[config.mk]
export PLATFORM = sky130hd
export DESIGN_NAME = uart_hex_rx
export DESIGN_NICKNAME = d
export VERILOG_FILES = /design/src/rtl/uart_hex_rx.sv
export SDC_FILE = /design/constraint.sdc
export NUM_CORES = 1
export LEC_CHECK = 0
export CAP_MARGIN = 20
export CELL_PAD_IN_SITES_DETAIL_PLACEMENT = 1
export CELL_PAD_IN_SITES_GLOBAL_PLACEMENT = 1
export CORE_MARGIN = 3
export CORE_UTILIZATION = 47
export CTS_BUF_LIST = sky130_fd_sc_hd__clkbuf_4 sky130_fd_sc_hd__clkbuf_8
export DETAILED_ROUTE_END_ITERATION = 8
export PLACE_DENSITY_LB_ADDON = 0.1
export RECOVER_POWER = 50
export SETUP_SLACK_MARGIN = 0.4
export SYNTH_ARGS = -nofsm -noshare
export SYNTH_HDL_FRONTEND = slang
export SYNTH_SLANG_ARGS = --single-unit
[constraint.sdc]
create_clock -name clk -period 1.9 [get_ports clk]
set_input_delay 0.19 -clock clk [delete_from_list [all_inputs] [get_ports clk]]
set_output_delay 0.19 -clock clk [all_outputs]
set_load 0.05 [all_outputs]
[src/rtl/uart_hex_rx.sv]
// uart_hex_rx: 8N1 UART receiver with an ASCII-hex decoder.
// Recovers bytes from the serial line, publishes each well-framed byte and,
// when the byte is an ASCII hex digit (0-9, A-F, a-f), the matching nibble.
// A bad stop bit reports a framing error and parks the receiver in BREAK
// until the line returns high, so a held-low line is never read as a
// stream of start bits.
module uart_hex_rx #(
    parameter int CLKS_PER_BIT = 434
) (
    input  logic       clk,
    input  logic       rst,
    input  logic       rx,
    output logic [7:0] data,
    output logic       data_valid,
    output logic [3:0] hex,
    output logic       hex_valid,
    output logic       frame_err,
    output logic       busy
);

    // Bit-timing counter width; it only ever counts up to CLKS_PER_BIT-1.
    localparam int CNT_W = (CLKS_PER_BIT > 1) ? $clog2(CLKS_PER_BIT) : 1;

    // Terminal counts: mid-start-bit, and one full bit period.
    localparam logic [CNT_W-1:0] HALF_LAST = CNT_W'(CLKS_PER_BIT / 2 - 1);
    localparam logic [CNT_W-1:0] FULL_LAST = CNT_W'(CLKS_PER_BIT - 1);
    localparam logic [CNT_W-1:0] CNT_ZERO  = CNT_W'(0);
    localparam logic [CNT_W-1:0] CNT_ONE   = CNT_W'(1);

    typedef enum logic [2:0] {
        ST_IDLE  = 3'd0,
        ST_START = 3'd1,
        ST_DATA  = 3'd2,
        ST_STOP  = 3'd3,
        ST_BREAK = 3'd4
    } state_t;

    state_t           state_r;
    logic [CNT_W-1:0] cnt_r;
    logic [2:0]       bit_idx_r;
    logic [7:0]       shift_r;
    logic             rx_meta_r;
    logic             rxs_r;
    logic [4:0]       decode_s;

    // ASCII hex digit to nibble. Bit 4 flags a valid digit; bits 3:0 hold
    // the value. Letters use the low nibble of the code plus 9, which works
    // for both 'A'-'F' (0x41-0x46) and 'a'-'f' (0x61-0x66).
    function automatic logic [4:0] hex_decode(input logic [7:0] b);
        logic [4:0] r;
        r = 5'h00;
        if ((b >= 8'h30) && (b <= 8'h39)) begin
            r = {1'b1, b[3:0]};
        end else if (((b >= 8'h41) && (b <= 8'h46)) ||
                     ((b >= 8'h61) && (b <= 8'h66))) begin
            r = {1'b1, b[3:0] + 4'h9};
        end else begin
            r = 5'h00;
        end
        return r;
    endfunction

    // Two-flop synchronizer for the asynchronous line; idles high.
    always_ff @(posedge clk or posedge rst) begin
        if (rst) begin
            rx_meta_r <= 1'b1;
            rxs_r     <= 1'b1;
        end else begin
            rx_meta_r <= rx;
            rxs_r     <= rx_meta_r;
        end
    end

    // Decode of the fully assembled byte, consumed at the stop-bit sample.
    always_comb begin
        decode_s = 5'h00;
        decode_s = hex_decode(shift_r);
    end

    // Receiver FSM with counters, shift register and all registered outputs.
    always_ff @(posedge clk or posedge rst) begin
        if (rst) begin
            state_r    <= ST_IDLE;
            cnt_r      <= CNT_ZERO;
            bit_idx_r  <= 3'd0;
            shift_r    <= 8'h00;
            data       <= 8'h00;
            hex        <= 4'h0;
            data_valid <= 1'b0;
            hex_valid  <= 1'b0;
            frame_err  <= 1'b0;
            busy       <= 1'b0;
        end else begin
            // Status pulses last one cycle unless re-asserted below.
            data_valid <= 1'b0;
            hex_valid  <= 1'b0;
            frame_err  <= 1'b0;

            case (state_r)
                ST_IDLE: begin
                    cnt_r     <= CNT_ZERO;
                    bit_idx_r <= 3'd0;
                    if (!rxs_r) begin
                        state_r <= ST_START;
                        busy    <= 1'b1;
                    end else begin
                        state_r <= ST_IDLE;
                        busy    <= 1'b0;
                    end
                end

                ST_START: begin
                    if (cnt_r == HALF_LAST) begin
                        cnt_r <= CNT_ZERO;
                        if (!rxs_r) begin
                            // Still low at mid-bit: a genuine start bit.
                            state_r   <= ST_DATA;
                            bit_idx_r <= 3'd0;
                        end else begin
                            // Line recovered before mid-bit: a glitch.
                            state_r <= ST_IDLE;
                            busy    <= 1'b0;
                        end
                    end else begin
                        cnt_r <= cnt_r + CNT_ONE;
                    end
                end

                ST_DATA: begin
                    if (cnt_r == FULL_LAST) begin
                        cnt_r   <= CNT_ZERO;
                        shift_r <= {rxs_r, shift_r[7:1]};
                        if (bit_idx_r == 3'd7) begin
                            state_r <= ST_STOP;
                        end else begin
                            bit_idx_r <= bit_idx_r + 3'd1;
                        end
                    end else begin
                        cnt_r <= cnt_r + CNT_ONE;
                    end
                end

                ST_STOP: begin
                    if (cnt_r == FULL_LAST) begin
                        cnt_r <= CNT_ZERO;
                        if (rxs_r) begin
                            data       <= shift_r;
                            data_valid <= 1'b1;
                            if (decode_s[4]) begin
                                hex       <= decode_s[3:0];
                                hex_valid <= 1'b1;
                            end else begin
                                hex_valid <= 1'b0;
                            end
                            // Back to IDLE at mid-stop so a back-to-back
                            // start bit is caught on its falling edge.
                            state_r <= ST_IDLE;
                            busy    <= 1'b0;
                        end else begin
                            frame_err <= 1'b1;
                            state_r   <= ST_BREAK;
                        end
                    end else begin
                        cnt_r <= cnt_r + CNT_ONE;
                    end
                end

                ST_BREAK: begin
                    cnt_r <= CNT_ZERO;
                    if (rxs_r) begin
                        state_r <= ST_IDLE;
                        busy    <= 1'b0;
                    end else begin
                        state_r <= ST_BREAK;
                    end
                end

                default: begin
                    state_r   <= ST_IDLE;
                    cnt_r     <= CNT_ZERO;
                    bit_idx_r <= 3'd0;
                    busy      <= 1'b0;
                end
            endcase
        end
    end

endmodule

==> results.tsv, run 1 <==
metric	value	unit
synth_top_flop_cell	dfrtp_1	
hold_viol_final	0	
worst_pin_slew	1.02	ns
grt_max_degree	42	
max-cap-violations	0	
postSynthAreaPerCell	11.6	sq um
clock_latency	0.30	ns
use_met2	41.9	%
grtUsageTotal	24.2	%
fp.dieH	71.2	um
final_nets	236	
worstPathMaxFanout	5	
wirelength	6.62	mm
rsz0062_at_grt	yes	
hpwl	3.20	mm
wire_per_inst	24.0	um
gp_congestion	0.793	
row_count	23	
ys_warn_count	0	
grt_pass1_vias	1722	
layout-drive-gt1-share	48.2	%
synth_cell_types	44	
fin_util	71.4	%
cts_buffer_depth	2	
run_status	finished, violations left	
syn_area	2000	sq um
ir_drop	0.622	mV
async_flop_share	100	%
die_width	71.2	um
fin_skew	0.00613	ns
mostFrequentLayoutCells	dfrtp_1, buf_4, mux2_4	
final_antenna_net_count	0	
end_kind	flop	
final_cells	276	
clk_pin_slew	0.08	ns
clock-sinks	41	
dp_slack	0.0502	ns
layout_commonest_cell	dfrtp_1	
dr.first_iter.drc_count	71	
synth-seq-cells	41	
finalSetupViolations	3	
violations	setup timing	
antenna_found_initial	0	
hp-class	reg2reg	
grt_overflow	0	
holdBufCountCts	0	
gr-max-usage-layer	met2	
core-area	4060	sq um
fmax	0.513	GHz
worstSetupStartpointType	flop	
h-tree-depth	2	
synth_edf_count	0	
cp.arrival	2.13	ns
relSlewSlack	31.7	%
power_density	611	nW/um^2
start_util	49.2	%
root_buffer	clkbuf_8	
syn_inst	172	
cts_tree	yes	
place.port_buffers	18	
vias_per_cell	5.81	
drcViolationCount	0	
met1_usage	29.6	%
critPathKind	reg2reg	
antenna_cells	0	
vias	1603	
grt_first_pass_wirelength	9.34	mm
placed_cells	245	
grt_util_met3	4.97	%
setup_ws	-0.0497	ns
area_growth	45.1	%
worst_ep_required_time	2.08	ns
synth-seq-area-share	51.5	%
post_dp_cell_area	2330	sq um
dieArea	5070	sq um
cts_made_buffers	5	
final.period_utilization	103	%
ios	19	
drv_slew	0	
synth_fp_nets	183	
final_area	2900	sq um
p_leak	1.39	nW
finalCriticalPeriod	1.95	ns
dr.pass1.iters	4	
power	0.00177	W
==> cell usage after synthesis, drive strengths merged, types with 2 or more instances <==
cell type | instances | area share, %
dfrtp | 39 | 49
mux2 | 18 | 12
nor2 | 17 | 3.2
inv | 13 | 2.4
ha | 8 | 5.0
nand2 | 8 | 1.5
a21oi | 6 | 1.7
o21ai | 6 | 1.5
xor2 | 6 | 2.6
nand3 | 4 | 1.0
or3 | 4 | 1.5
clkbuf | 3 | 0.56
o2bb2ai | 3 | 1.3
a211oi | 2 | 0.75
a311oi | 2 | 0.88
and4b | 2 | 1.0
buf | 2 | 0.81
dfstp | 2 | 2.6
nand4 | 2 | 0.63
nand4b | 2 | 0.88
nand4bb | 2 | 1.1
nor3 | 2 | 0.50
xnor2 | 2 | 0.88
==> registers in the layout (all words and copies together) (netlist names) <==
name        cells
state_r         3
cnt_r           9
rxs_r           1
data_valid      1
shift_r         8
rx_meta_r       1
hex_valid       1
busy            1
frame_err       1
hex             4
bit_idx_r       3
data            8
==> metrics by stage <==
stage	hold WS (ns)	TNS [ns]
after detailed placement	0.347	0
final	0.368	-0.143
after floorplan	0.194	0
after CTS	0.300	0
after global routing	0.373	-0.287
after global placement	0.346	0
==> power by group <==
part	internal (W)	leakage, nW	total, W	switching, W
clock	0.000529	0.0687	0.000865	0.000336
sequential	0.000876	0.541	0.000877	0.00000116
combinational	0.00000646	0.778	0.0000292	0.0000227
total	0.00141	1.39	0.00177	0.000360
==> logic make-up (layout without fill, tap and decap cells) <==
family	count (synthesis)	count (layout)	share of synthesized area [%]
xor+xnor	8	8	3.51
simple gates	53	54	15.7
compound gates	26	26	8.89
flops	41	41	51.5
buf+inv	18	71	3.82
fa+ha+maj	8	8	5.01
mux	18	18	11.6
==> timing repair <==
item                       CTS  global route
resized for setup           36            48
cloned                       2             0
setup endpoints to repair   52            36
pin swaps                   11             9
setup buffers               14             7
==> layout make-up <==
type	instances	area, sq um
sequential	41	1030
multi-input combinational	114	1180
timing repair buffer	50	435
clock inverter	3	68.8
tap	50	62.6
inverter	13	48.8
fill	365	1160
clock buffer	5	68.8
==> path summary, 6_finish.rpt <==
kind / from / endpoint / slack [ns] / cells past startpoint
worst max-delay path: shift_r[0] / hex[1] / -0.05 / 6
worst min-delay path: rx_meta_r / rxs_r / 0.37 / 0
worst max register to register: shift_r[0] / hex[1] / -0.05 / 6
worst min register to register: rx_meta_r / rxs_r / 0.37 / 0
max in group asynchronous: rst / shift_r[0] / 0.54 / 3
min in group asynchronous: rst / shift_r[3] / 0.68 / 3
==> worst max-delay path, cell delays in order (launching register included) <==
cell and delay [ns]:
dfrtp_2 0.42, inv_1 0.07, ha_1 0.23, nor3b_2 0.19, a311oi_2 0.31, o21a_2 0.29, mux2_4 0.32
==> routing by layer <==
metal / vias up / share of wire, %
met5: - / 0
met3: 17 / 3.5
met1: 819 / 41
li1: 714 / -
met2: 53 / 54
met4: 0 / 2.4
No activity file was read; power rests on OpenSTA's default activity.
==> inputs of run 2 (changes only) <==
GPL_ROUTABILITY_DRIVEN = 0   (was default)
==> results of run 2 <==
The final DEF is identical to that of run 1; final timing and power are the same.
